[src/rtl/branch_flag_unit.sv]
// Branch resolution and condition-flag holding unit placed after the ALU.
// Resolves J/BRZ/BRN in one cycle and JM through a stalled memory read, then flushes.
module branch_flag_unit #(
    parameter int FLUSH_CYCLES = 2,
    parameter int WIDTH        = 32
) (
    input  logic             clk,
    input  logic             rst,
    input  logic             alu_valid,
    input  logic             alu_z,
    input  logic             alu_n,
    input  logic             br_valid,
    input  logic [1:0]       br_op,
    input  logic [WIDTH-1:0] br_target,
    input  logic [WIDTH-1:0] jm_mem_data,
    input  logic             jm_mem_ready,
    output logic             jm_req,
    output logic             stall_o,
    output logic             pc_load,
    output logic [WIDTH-1:0] pc_target,
    output logic             flush_o,
    output logic             z_flag,
    output logic             n_flag
);

    typedef enum logic [1:0] {
        IDLE    = 2'd0,
        JM_WAIT = 2'd1,
        LOAD    = 2'd2,
        SQUASH  = 2'd3
    } state_t;

    localparam logic [1:0] OP_J   = 2'b00;
    localparam logic [1:0] OP_BRZ = 2'b01;
    localparam logic [1:0] OP_BRN = 2'b10;
    localparam logic [1:0] OP_JM  = 2'b11;

    state_t     state;
    logic [2:0] flush_cnt;
    logic       zeff;
    logic       neff;
    logic       taken;

    // A flag-setting op in the same cycle as the branch is forwarded.
    assign zeff  = alu_valid ? alu_z : z_flag;
    assign neff  = alu_valid ? alu_n : n_flag;
    assign taken = (br_op == OP_J) | ((br_op == OP_BRZ) & zeff) |
                   ((br_op == OP_BRN) & neff);

    assign stall_o = (state == JM_WAIT) |
                     ((state == IDLE) & br_valid & (br_op == OP_JM));

    always_ff @(posedge clk) begin
        if (rst) begin
            state     <= IDLE;
            flush_cnt <= 3'd0;
            jm_req    <= 1'b0;
            pc_load   <= 1'b0;
            pc_target <= '0;
            flush_o   <= 1'b0;
            z_flag    <= 1'b0;
            n_flag    <= 1'b0;
        end else begin
            case (state)
                IDLE: begin
                    if (alu_valid) begin
                        z_flag <= alu_z;
                        n_flag <= alu_n;
                    end
                    if (br_valid) begin
                        if (br_op == OP_JM) begin
                            jm_req <= 1'b1;
                            state  <= JM_WAIT;
                        end else if (taken) begin
                            pc_target <= br_target;
                            pc_load   <= 1'b1;
                            flush_o   <= 1'b1;
                            state     <= LOAD;
                        end
                    end
                end
                JM_WAIT: begin
                    if (jm_mem_ready) begin
                        pc_target <= jm_mem_data;
                        jm_req    <= 1'b0;
                        pc_load   <= 1'b1;
                        flush_o   <= 1'b1;
                        state     <= LOAD;
                    end
                end
                LOAD: begin
                    // The LOAD cycle is the first of the FLUSH_CYCLES flush cycles.
                    pc_load   <= 1'b0;
                    flush_cnt <= 3'(FLUSH_CYCLES - 1);
                    if (FLUSH_CYCLES == 1) begin
                        flush_o <= 1'b0;
                        state   <= IDLE;
                    end else begin
                        state   <= SQUASH;
                    end
                end
                SQUASH: begin
                    if (flush_cnt == 3'd1) begin
                        flush_o <= 1'b0;
                        state   <= IDLE;
                    end
                    flush_cnt <= flush_cnt - 3'd1;
                end
                default: state <= IDLE;
            endcase
        end
    end

endmodule

[config.mk]
export PLATFORM = sky130hd
export DESIGN_NAME = branch_flag_unit
export DESIGN_NICKNAME = d
export VERILOG_FILES = /design/src/rtl/branch_flag_unit.sv
export SDC_FILE = /design/constraint.sdc
export NUM_CORES = 1
export LEC_CHECK = 0
export CAP_MARGIN = 20
export CORE_UTILIZATION = 42
export DETAILED_ROUTE_END_ITERATION = 10
export PLACE_DENSITY = 0.94
export RECOVER_POWER = 100
export SLEW_MARGIN = 15
export SYNTH_ARGS = -nofsm -noshare
export SYNTH_HDL_FRONTEND = slang
export SYNTH_SLANG_ARGS = --single-unit
[constraint.sdc]
create_clock -name clk -period 2.9 [get_ports clk]
set_clock_uncertainty 0.1 [all_clocks]
set_input_delay 0.725 -clock clk [delete_from_list [all_inputs] [get_ports clk]]
set_output_delay 0.725 -clock clk [all_outputs]
set_load 0.03 [all_outputs]
# After elaboration in Yosys (flattened, before gate mapping)
# Index checks and enable logic that the tools add are counted.
# classes
div_mod_pow	0
muxes	25
add_sub_neg	1
eq_ne	14
bitwise	7
n_lt_le_gt_ge	0
multipliers	0
n_reduce_logical	11
n_shift	0
# op_table
cell	count
$mux 32	4
$pmux 32 s2	1
$mux 1	10
$mux 2	5
$ne 2x2->1 const B	5
$reduce_and 5->1	2
$eq 2x2->1 const B	4
$pmux 2 s4	1
$reduce_and 4->1	2
$pmux 1 s3	2
$pmux 3 s2	1
$reduce_and 6->1	1
$reduce_bool 3->1	2
$and 1x1->1	4
$eq 2x1->1 const B	2
$logic_not 2->1	2
$reduce_bool 2->1	2
$eq 3x1->1 const B	1
$ne 3x2->1 const B	1
$or 1x1->1	3
$sub 3x1->3 const B	1
$ne 2x1->1 const B	1
$pmux 1 s2	1
# word_totals
latch_bits	0
ram_bits	0
mem_count	0
word_cells	66
output_inout_bits	38
ff_bits	42
input_bits	73
romBits	0

# Longest topological paths before layout
# Gate-level depths: netlist of the first run.
# logic_depth
word_depth	8
mapped_depth	8

# Least setup slack after synthesis of the first run
# Ideal clock, no wire load.
# synth_timing
path_type	register -> output
startpoint	reg state[0]
endpoint	out stall_o
required_time_ns	2.075
stages_incl_launch_ff	6
path_slack_ns	0.536
n_path_buf	1
t_arrival_ns	1.539
path_cell_list	dfxtp_1 -> inv_1 -> ha_1 -> buf_2 -> inv_1 -> o21ai_0
# synth_between
elab_chain_len	4
# synth_lines
item	line	text
start: declaration	38	state_t state;
start signal: assignment	55	state <= IDLE;
start signal: assignment	73	state <= JM_WAIT;
start signal: assignment	78	state <= LOAD;
$logic_not 2->1	51	((state == IDLE) & br_valid & (br_op == OP_JM));
$and 1x1->1 (2 in series)	51	
$or 1x1->1 (*)	50	assign stall_o = (state == JM_WAIT) |
end: declaration	18	output logic stall_o,
# Every way passes the cells marked *; elsewhere a longest branch is shown, timed or not.

# Worst setup path in the final report of the first run
# layout_timing
startpoint	in alu_valid
endpoint	reg pc_target[19]
# layout_between
elab_chain_len	6
# layout_lines
item	line	text
start: declaration	9	input logic alu_valid,
$mux 1	--	
$and 1x1->1	47	assign taken = (br_op == OP_J) | ((br_op == OP_BRZ) & zeff) |
$or 1x1->1	47	
$or 1x1->1 (*)	47	
$ne 2x2->1 (no source line) (*)	--	
$reduce_and 5->1 (no source line) (*)	--	
end signal: assignment	75	pc_target <= br_target;
end signal: assignment	84	pc_target <= jm_mem_data;
end: declaration	20	output logic [WIDTH-1:0] pc_target,
# Marks and branches as above.
# A chain may end at the register's enable or synchronous reset.

==> impl_metrics.csv, run 1 <==
group,metric,value,unit
timing,fin_crit_sh,94.7,%
global_routing,globalRouteOverflowTotal,0,
global_routing,number_of_global_route_vias_before_repair,2203,
timing,layout_min_cycle_time,2.75,ns
synth,synth.most_common_cell,"sky130_fd_sc_hd__dfxtp_1",
timing,unrepaired_setup_endpoints_after_global_routing,"false",
clocking,tritoncts,"yes",
critical_path,arrival,2.79,ns
global_routing,grt_first_pass_wirelength,9790,um
power,pwr-share-clk,9.1,%
die,io_pins,111,
worst_hold_path,whs_endpoint,"n_flag",
synth,ys_async_sr_fraction,0,%
clocking,htreeDepth,2,
die,vertical_die_dimension,72.3,um
critical_path,element_type_at_the_critical_path_end,"flop",
power,comb_power_share,66.1,%
final_layout,finish.cell_count_without_fillers,405,
critical_path,cp_max_fanout,11,
critical_path,reg2reg_from,"state[1]",
global_routing,groute.usage.overall,23.9,%
power,internal-power,2.00,mW
critical_path,critical_path_required,2.94,ns
synth,netlist-cell-type-count,34,
routing,drt_wl_total,6100,um
run_status,run_status,"finished, final reports clean",
synth,syn-instance-count,233,
critical_path,timing.reg2reg.worst_path_depth,7,
timing,final-max-slew-violation-count,0,
place,gp_routability_congestion,0.925,
place,port_buffers,110,
routing,ant_nets,0,
timing,slew_headroom,51.8,%
place,detailed_place_hpwl,4510,um
place,number_of_instances_in_the_placed_design,398,
synth,synth.yosys.warnings,0,
worst_hold_path,worst_hold_startpoint,"n_flag",
synth,synth_area,2080,um^2
power,cellLeakagePower,1.26,nW
synth,yosysSeqAreaShare,40.5,%
critical_path,path_class,"primary input to flop",
clocking,cts_inserted_buffers,5,
synth,list_of_most_frequent_post_synthesis_cells,"sky130_fd_sc_hd__dfxtp_1, sky130_fd_sc_hd__a21oi_1, sky130_fd_sc_hd__a211oi_1, sky130_fd_sc_hd__o22ai_1, sky130_fd_sc_hd__clkbuf_1",
global_routing,grt_start_max_net_pins,33,
routing,post_drt_wl_per_cell,15.1,um
synth,syn-num-nets,313,
die,effective_utilization_at_floorplan,43.7,%
routing,vias,2220,
timing,timing.final.hold_violations,0,
power,irDropWorstVdd,0.621,mV
clocking,clock_pin_slew_on_the_worst_setup_and_hold_paths,0.08,ns
worst_hold_path,holdCritPathClass,"flop to flop",
power,fin_total_pwr,3.88,mW
clocking,clock_latency,0.28,ns
die,std_cell_rows,25,
synth,synth_ff_type,"sky130_fd_sc_hd__dfxtp_1",
routing,drcViolationCount,0,
routing,dr.pass1.iters,4,
die,die_width,72.3,um
critical_path,setup.reg_to_reg.worst_slack,0.61,ns
clocking,cts-root-buf,"sky130_fd_sc_hd__clkbuf_8",
final_layout,design.final.nets,418,
synth,yosys-top-cells-area,"sky130_fd_sc_hd__dfxtp_1, sky130_fd_sc_hd__a211oi_1, sky130_fd_sc_hd__o22ai_1",
timing,fmax,364,MHz
clocking,post_cts.resized_instances,0,
power,switching_share,48.4,%
die,total_die_area,5230,um^2
power,power.density_cell_area,1180,nW/um^2
die,coreArea,4750,um^2
clocking,numClockSinks,42,
clocking,post-cts-setup-buffer-count,0,
power,seqPwrFrac,24.8,%
clocking,clk_path_buf_depth,2,
clocking,cts.hold.buffers_added,0,
global_routing,grt_antenna_before_repair,0,
synth,synth_seq_cells,42,
worst_hold_path,min_path_cells,2,
synth,yosys.area.top_type,"sky130_fd_sc_hd__dfxtp_1",
run,max-cap-violations,0,
synth,yosys.area.top_type_share,40.5,%
final_layout,ant_diodes,0,
timing,worst_pin_slew,0.723,ns
routing,viasPerCell,5.48,
power,net-switching-power,1.88,mW
timing,setup-tns-final,0,ns
final_layout,area_delta_synth_final,58.6,%
routing,first_iter_violations,65,
critical_path,r2r-end,"pc_load",
final_layout,drive_above_1_share,5.92,%
synth,synth-edff-count,0,
timing,setup_viol_count_final,0,
synth,synth_area_per_cell,8.91,um^2
critical_path,cp-start-kind,"primary input",
==> metal layers <==
layer | GRT usage (%) | wire (um)
met2 | 43.5 | 3160
met3 | 6.94 | 423
met4 | 7.41 | 93
met5 | 0 | 0
met1 | 26.6 | 2420
==> cells in the final DEF, fill, tap and decap left out, types with 2 or more instances in the layout <==
cell                              count
sky130_fd_sc_hd__clkdlybuf4s50_1     69
sky130_fd_sc_hd__dfxtp_1             42
sky130_fd_sc_hd__dlygate4sd3_1       40
sky130_fd_sc_hd__a21oi_1             37
sky130_fd_sc_hd__o22ai_1             33
sky130_fd_sc_hd__a211oi_1            33
sky130_fd_sc_hd__inv_1               10
sky130_fd_sc_hd__nand2_1              7
sky130_fd_sc_hd__ha_1                 7
sky130_fd_sc_hd__buf_4                7
sky130_fd_sc_hd__nor2_1               6
sky130_fd_sc_hd__nand3_1              5
sky130_fd_sc_hd__nand2b_1             5
sky130_fd_sc_hd__clkbuf_8             5
sky130_fd_sc_hd__clkbuf_1             3
sky130_fd_sc_hd__o21ai_0              2
sky130_fd_sc_hd__mux2i_1              2
sky130_fd_sc_hd__a311oi_1             2
sky130_fd_sc_hd__o31a_1               2
sky130_fd_sc_hd__a2111oi_0            2
sky130_fd_sc_hd__clkinv_2             2
==> state kept, by name, indices dropped and copies added (netlist names) <==
register	cells
flush_cnt	3
flush_o	1
jm_req	1
n_flag	1
pc_load	1
pc_target	32
state	2
z_flag	1
==> worst max-delay path by stage <==
stage,start,to
detailed placement,alu_valid,pc_load
global placement,alu_valid,pc_load
CTS,br_op[1],stall_o
floorplan,state[0],stall_o
global route,alu_valid,pc_target[26]
finish,alu_valid,pc_target[19]
==> power by group through the flow <==
stage	registers, mW	clock network (mW)	logic, mW
CTS	0.977	0.363	2.70
global route	1.00	0.389	2.77
global placement	0.975	0	2.63
finish	0.965	0.352	2.57
detailed placement	0.988	0	2.69
floorplan	1.42	0	1.35
==> kinds of logic (layout without fill, tap and decap cells) <==
| group | after synthesis | count (layout) | share of synthesized area (%) |
|---|---|---|---|
| muxes | 4 | 4 | 2.05 |
| DFF | 42 | 42 | 40.5 |
| buffers and inverters | 34 | 139 | 7.17 |
| adders and majority gates | 7 | 7 | 4.22 |
| and+or+nand+nor | 27 | 27 | 6.93 |
| AOI/OAI and AO/OA | 119 | 119 | 39.1 |
==> area by class of cell <==
| class | instances | area, um^2 |
|---|---|---|
| clock inverter | 2 | 10.0 |
| multi-input combinational | 157 | 1070 |
| clock buffer | 5 | 68.8 |
| sequential | 42 | 841 |
| timing repair buffer | 121 | 1180 |
| tap | 67 | 83.8 |
| inverter | 11 | 41.3 |
| fill | 400 | 1460 |
==> critical path, cell delays in order <==
cell                            delay, ns
sky130_fd_sc_hd__dlygate4sd3_1       0.62
sky130_fd_sc_hd__mux2i_1             0.15
sky130_fd_sc_hd__clkbuf_1            0.17
sky130_fd_sc_hd__o311a_4             0.34
sky130_fd_sc_hd__nor2_1              0.18
sky130_fd_sc_hd__clkbuf_1            0.44
sky130_fd_sc_hd__a211oi_1            0.15
==> stage by stage <==
step	setup WS, ns	cell area [um^2]	util, %	hold WS [ns]
floorplan	0.536	2080	-	0.368
global placement	0.223	3250	68.3	0.364
detailed placement	0.187	3250	68.3	0.387
CTS	0.251	3320	69.9	0.396
global route	0.0921	3290	69.2	0.427
finish	0.154	3290	69.2	0.398
No activity file was read; power rests on OpenSTA's default activity.
==> run 2: changes to the inputs <==
--- a/config.mk
+++ b/config.mk
@@ -6,9 +6,9 @@
 export NUM_CORES = 1
 export LEC_CHECK = 0
 export CAP_MARGIN = 20
-export CORE_UTILIZATION = 42
+export CORE_UTILIZATION = 35
 export DETAILED_ROUTE_END_ITERATION = 10
-export PLACE_DENSITY = 0.94
+export PLACE_DENSITY = 0.8
 export RECOVER_POWER = 100
 export SLEW_MARGIN = 15
 export SYNTH_ARGS = -nofsm -noshare
==> constraint.sdc (replaced) <==
create_clock -name clk -period 2.5 [get_ports clk]
set_clock_uncertainty 0.1 [all_clocks]
set_input_delay 0.625 -clock clk [delete_from_list [all_inputs] [get_ports clk]]
set_output_delay 0.625 -clock clk [all_outputs]
set_load 0.03 [all_outputs]
==> run 2 against run 1 <==
  * Register-to-register slack got worse by 0.41 ns
  * Sequential cell count unchanged
  * Wire length grew 3.4%
  * Largest cell class unchanged
  * Highest routed layer unchanged
==> impl_metrics.csv, run 2 (synthesis results as in run 1) <==
group,metric,value,unit
run_status,run_status,"finished, final reports clean",
routing,viasPerCell,5.40,
critical_path,worstSetupStartpoint,"br_valid",
clocking,cts.hold.buffers_added,0,
routing,ant_nets,0,
global_routing,groute.usage.overall,20.5,%
routing,drcViolationCount,0,
final_layout,drive_above_1_share,8.99,%
final_layout,area_delta_synth_final,64.4,%
final_layout,register_area,841,um^2
die,std_cell_rows,27,
die,die_width,79.0,um
timing,fmax,415,MHz
die,coreArea,5610,um^2
global_routing,grt_antenna_before_repair,0,
die,vertical_die_dimension,79.0,um
global_routing,number_of_global_route_vias_before_repair,2200,
routing,first_iter_violations,64,
clocking,clock_latency,0.28,ns
critical_path,cp_cell_sequence,"clkdlybuf4s50_1 > nand3_1 > o21ai_0 > clkbuf_2",
timing,layout_min_cycle_time,2.41,ns
critical_path,critical_path_required,1.77,ns
final_layout,design.final.nets,424,
critical_path,crit_path_max_incr_delay,0.51,ns
final_layout,top_regs,"pc_target x32, flush_cnt x3, state x2",
final_layout,fillers,523,
routing,vias,2250,
final_layout,postLayoutCellArea,3410,um^2
timing,final-max-slew-violation-count,0,
final_layout,post-route-util,60.9,%
power,irDropWorstVdd,0.781,mV
routing,dr.pass1.iters,4,
routing,post_drt_wl_per_cell,15.1,um
place,port_buffers,110,
timing,worst_pin_slew,0.720,ns
critical_path,critical_path.n_buffers_inverters,2,
critical_path,cpMaxStageDelayCell,"sky130_fd_sc_hd__clkdlybuf4s50_1",
timing,unrepaired_setup_endpoints_after_global_routing,"false",
critical_path,element_type_at_the_critical_path_end,"output port",
place,placement.cell_area,3290,um^2
clocking,post-cts-setup-buffer-count,0,
critical_path,cp-start-kind,"primary input",
critical_path,cp_max_fanout,3,
routing,drt_wl_total,6310,um
global_routing,globalRouteOverflowTotal,0,
final_layout,total_area_of_multi_input_combinational_cells,1070,um^2
die,total_die_area,6240,um^2
place,gp_routability_congestion,0.813,
clocking,clk_path_buf_depth,2,
global_routing,grt_start_max_net_pins,30,
clocking,clock_pin_slew_on_the_worst_setup_and_hold_paths,0.08,ns
worst_hold_path,holdCritPathClass,"flop to flop",
timing,slew_headroom,52.0,%
clocking,htreeDepth,2,
final_layout,top_register,"pc_target",
final_layout,ant_diodes,0,
worst_hold_path,worst_hold_startpoint,"n_flag",
power,power.density_cell_area,1420,nW/um^2
place,detailed_place_hpwl,4820,um
critical_path,critPathTopFamily,"buffers and inverters",
final_layout,final_common_cell,"sky130_fd_sc_hd__clkdlybuf4s50_1",
timing,fin_crit_sh,96.4,%
critical_path,arrival,1.68,ns
clocking,numClockSinks,42,
timing,setup_viol_count_final,0,
clocking,post_cts.resized_instances,0,
power,cellLeakagePower,1.32,nW
run,max-cap-violations,0,
final_layout,final_cell_mix,"sky130_fd_sc_hd__clkdlybuf4s50_1, sky130_fd_sc_hd__dfxtp_1, sky130_fd_sc_hd__a21oi_1, sky130_fd_sc_hd__dlygate4sd3_1",
die,effective_utilization_at_floorplan,37.0,%
timing,timing.final.hold_violations,0,
clocking,cts-root-buf,"sky130_fd_sc_hd__clkbuf_8",
final_layout,largest_reg_flops,32,
clocking,cts_inserted_buffers,5,
die,io_pins,111,
critical_path,path_class,"primary input to output port",
critical_path,reg2reg_from,"state[0]",
clocking,tritoncts,"yes",
global_routing,grt_first_pass_wirelength,10000,um
==> run 2: cell type report <==
| type | count | share of cell area (%) |
|---|---|---|
| timing repair buffer | 127 | 35.9 |
| tap | 72 | 2.64 |
| clock buffer | 6 | 2.42 |
| sequential | 42 | 24.6 |
| clock inverter | 2 | 1.76 |
| multi-input combinational | 157 | 31.5 |
| inverter | 11 | 1.21 |
==> run 2: worst paths after layout <==
path                   end  slack [ns]  cells after the start
max                stall_o        0.09                      4
min                 n_flag        0.40                      2
max reg2reg  pc_target[30]        0.20                      8
min reg2reg         n_flag        0.40                      2
==> run 2: metrics by stage <==
| step | power (mW) | instances | hold slack [ns] | setup TNS [ns] | worst slack (ns) |
|---|---|---|---|---|---|
| after floorplan | 3.22 | 233 | 0.368 | 0 | 0.236 |
| after global placement | 4.29 | 409 | 0.369 | 0 | 0.0191 |
| after detailed placement | 4.36 | 409 | 0.395 | -0.408 | -0.0632 |
| after CTS | 5.04 | 417 | 0.405 | 0 | 0.134 |
| after global routing | 5.20 | 417 | 0.416 | 0 | 0.0563 |
| final | 4.85 | 417 | 0.403 | 0 | 0.0905 |
==> run 2: metal layers <==
metal / GRT usage [%] / vias to the layer above / routed length [um]
met2: 37.1 / 86 / 3250
li1: - / 1122 / -
met4: 7.45 / 0 / 101
met5: 0 / - / 0
met3: 4.71 / 12 / 336
met1: 23.2 / 1030 / 2620
==> run 2: power by group <==
part	total, mW	leakage (nW)	internal [mW]	switching [mW]
Sequential	1.12	0.346	0.968	0.156
Clock	0.649	0.0714	0.426	0.223
Combinational	3.08	0.905	1.25	1.83
==> run 2: tightest hold or removal path: cells and delay by family, from the launching register on <==
kind	cells	cell delay, ns
AND/OR/NAND/NOR	1	0.06
flip-flops	1	0.34
AO/OA/AOI/OAI	1	0.06
==> run 3: changes to the inputs <==
--- a/config.mk
+++ b/config.mk
@@ -8,6 +8,7 @@
 export CAP_MARGIN = 20
 export CORE_UTILIZATION = 35
 export DETAILED_ROUTE_END_ITERATION = 10
+export GPL_ROUTABILITY_DRIVEN = 0
 export PLACE_DENSITY = 0.8
 export RECOVER_POWER = 100
 export SLEW_MARGIN = 15
==> results of run 3 <==
No change in the layout: final DEF, timing and power equal those of run 2.
==> RTL edit: new RTL, settings of run 1 <==
`WIDTH`: 32 -> 64.
--- a/src/rtl/branch_flag_unit.sv
+++ b/src/rtl/branch_flag_unit.sv
@@ -2,7 +2,7 @@
 // Resolves J/BRZ/BRN in one cycle and JM through a stalled memory read, then flushes.
 module branch_flag_unit #(
     parameter int FLUSH_CYCLES = 2,
-    parameter int WIDTH        = 32
+    parameter int WIDTH        = 64
 ) (
     input  logic             clk,
     input  logic             rst,
Ports: changed (resized br_target, jm_mem_data and pc_target); port bits go from 111 to 207. No check against the original RTL was run, so the function may have changed too.
==> RTL edit against run 1 <==
  * Worst setup slack worse by 44 ps
  * Die area is 77% higher
  * Critical endpoint is now stall_o
  * Synthesized cell count is 64% higher
  * Sequential cell count is 32 higher
  * Power is 100% higher
  * Sequential share of layout area is 0.88 points lower
  * Utilization hardly changed
  * Final cell count is 68% higher
  * Cell area is 82% higher
  * Wire length is 88% higher
  * Highest routed layer unchanged
  * Global-route usage is 0.075 points lower
  * Area after synthesis is 80% higher
==> RTL edit: results (changes against run 1) <==
dp_hpwl_mm: 8.44  # was 4.51 mm
synth_commonest_cells: "dfxtp_1 (74), a21oi_1 (69), o22ai_1 (65), a211oi_2 (60), clkbuf_1 (23)"  # was dfxtp_1 (42), a21oi_1 (37), a211oi_1 (33), o22ai_1 (33), clkbuf_1 (12)
cts_htree_levels: 3  # was 2
yosysUniqueCellTypes: 35  # was 34
grt_max_degree: 41  # was 33
track_usage: 0.238  # was 0.239
wl_per_cell_um: 16.8  # was 15.1 um
grtUsageMet3: 0.0679  # was 0.0694
mappedNetlistNets: 525  # was 313
gr-usage-met1: 0.256  # was 0.266
worst-slew-pin-transition_ps: 675  # was 723 ps
use_met2: 0.438  # was 0.435
vias: 3874  # was 2220
critPathMaxFanout: 7  # was 11
numCtsBuffers: 9  # was 5
arrival_ps: 1970  # was 2790 ps
reg_top3: "pc_target x64, flush_cnt x3, state x2"  # was pc_target x32, flush_cnt x3, state x2
portBuffers: 206  # was 110
yosys-top-cells-area: "dfxtp_1 (40%), a211oi_2 (20%), o22ai_1 (11%), a21oi_1 (9.2%), buf_6 (3.0%)"  # was dfxtp_1 (41%), a211oi_1 (12%), o22ai_1 (9.9%), a21oi_1 (8.9%), ha_1 (4.2%)
slowest_delay_ps: 680  # was 620 ps
status: "complete, no violations"  # unchanged
n_fill_cell: 688  # was 400
drive_gt1_frac: 0.150  # was 0.0592
peakVddDrop_mv: 0.754  # was 0.621 mV
clk-insertion-delay-late_ps: 330  # was 280 ps
nets: 711  # was 418
async_flop_share: 0  # unchanged
drt_iter0_drc: 94  # was 65
grt_pass1_vias: 3743  # was 2203
RTL edit: cell types whose count changed after synthesis, moves of 2 or more:
cell      delta
a211oi_2    +60
a21oi_1     +32
dfxtp_1     +32
o22ai_1     +32
a211oi_1    -28
clkbuf_1    +11
buf_6       +10
buf_4        -2
RTL edit: critical path: cells and delay by family:
kind,cells,cell delay (ps)
simple gates,1,170
compound gates,1,170
buf+inv,2,900
RTL edit: worst paths after layout:
path,start,endpoint,slack [ps],cells after the start
worst min register to register,n_flag,n_flag,380,2
worst max register to register,state[1],pc_target[56],620,7
worst min-delay path,n_flag,n_flag,380,2
worst max-delay path,br_op[0],stall_o,110,4
RTL edit: layout make-up:
| cell class | instances | area [um^2] | share of cell area |
|---|---|---|---|
| Inverter | 11 | 41.3 | 0.00687 |
| Timing Repair Buffer | 218 | 2190 | 0.365 |
| Clock inverter | 4 | 72.6 | 0.0121 |
| Sequential cell | 74 | 1480 | 0.247 |
| Clock buffer | 12 | 165 | 0.0275 |
| Multi-Input combinational cell | 253 | 1920 | 0.320 |
| Tap cell | 108 | 135 | 0.0225 |
RTL edit: cells by family (layout without fill, tap and decap cells):
family | after synthesis | in the layout | share of synthesized area
compound gates | 215 | 215 | 0.455
fa+ha+maj | 7 | 7 | 0.0234
buf+inv | 54 | 245 | 0.0780
flops | 74 | 74 | 0.397
mux | 4 | 4 | 0.0114
simple gates | 27 | 27 | 0.0352
RTL edit: power by group through the flow:
stage | logic [uW] | registers [uW] | clock network, uW
2_1_floorplan | 2890 | 2580 | 0
3_3_place_gp | 5200 | 1730 | 0
3_5_place_dp | 5380 | 1750 | 0
4_1_cts | 5400 | 1740 | 944
5_1_grt | 5470 | 1780 | 998
6_report | 5110 | 1720 | 924
RTL edit: metrics by stage:
step | cell area, um^2 | std cells | power, uW | worst slack [ps] | util
floorplan | 3740 | 381 | 5470 | 386 | -
global placement | 5840 | 664 | 6930 | 175 | 0.673
detailed placement | 5840 | 664 | 7140 | 94.2 | 0.673
CTS | 6080 | 680 | 8080 | 179 | 0.700
global route | 6010 | 680 | 8250 | 64.1 | 0.692
finish | 6010 | 680 | 7750 | 110 | 0.692
RTL edit: routing by layer:
layer,up-vias,part of all wire
li1,1861,-
met5,-,0
met3,12,0.082
met1,1848,0.39
met4,0,0.012
met2,153,0.52
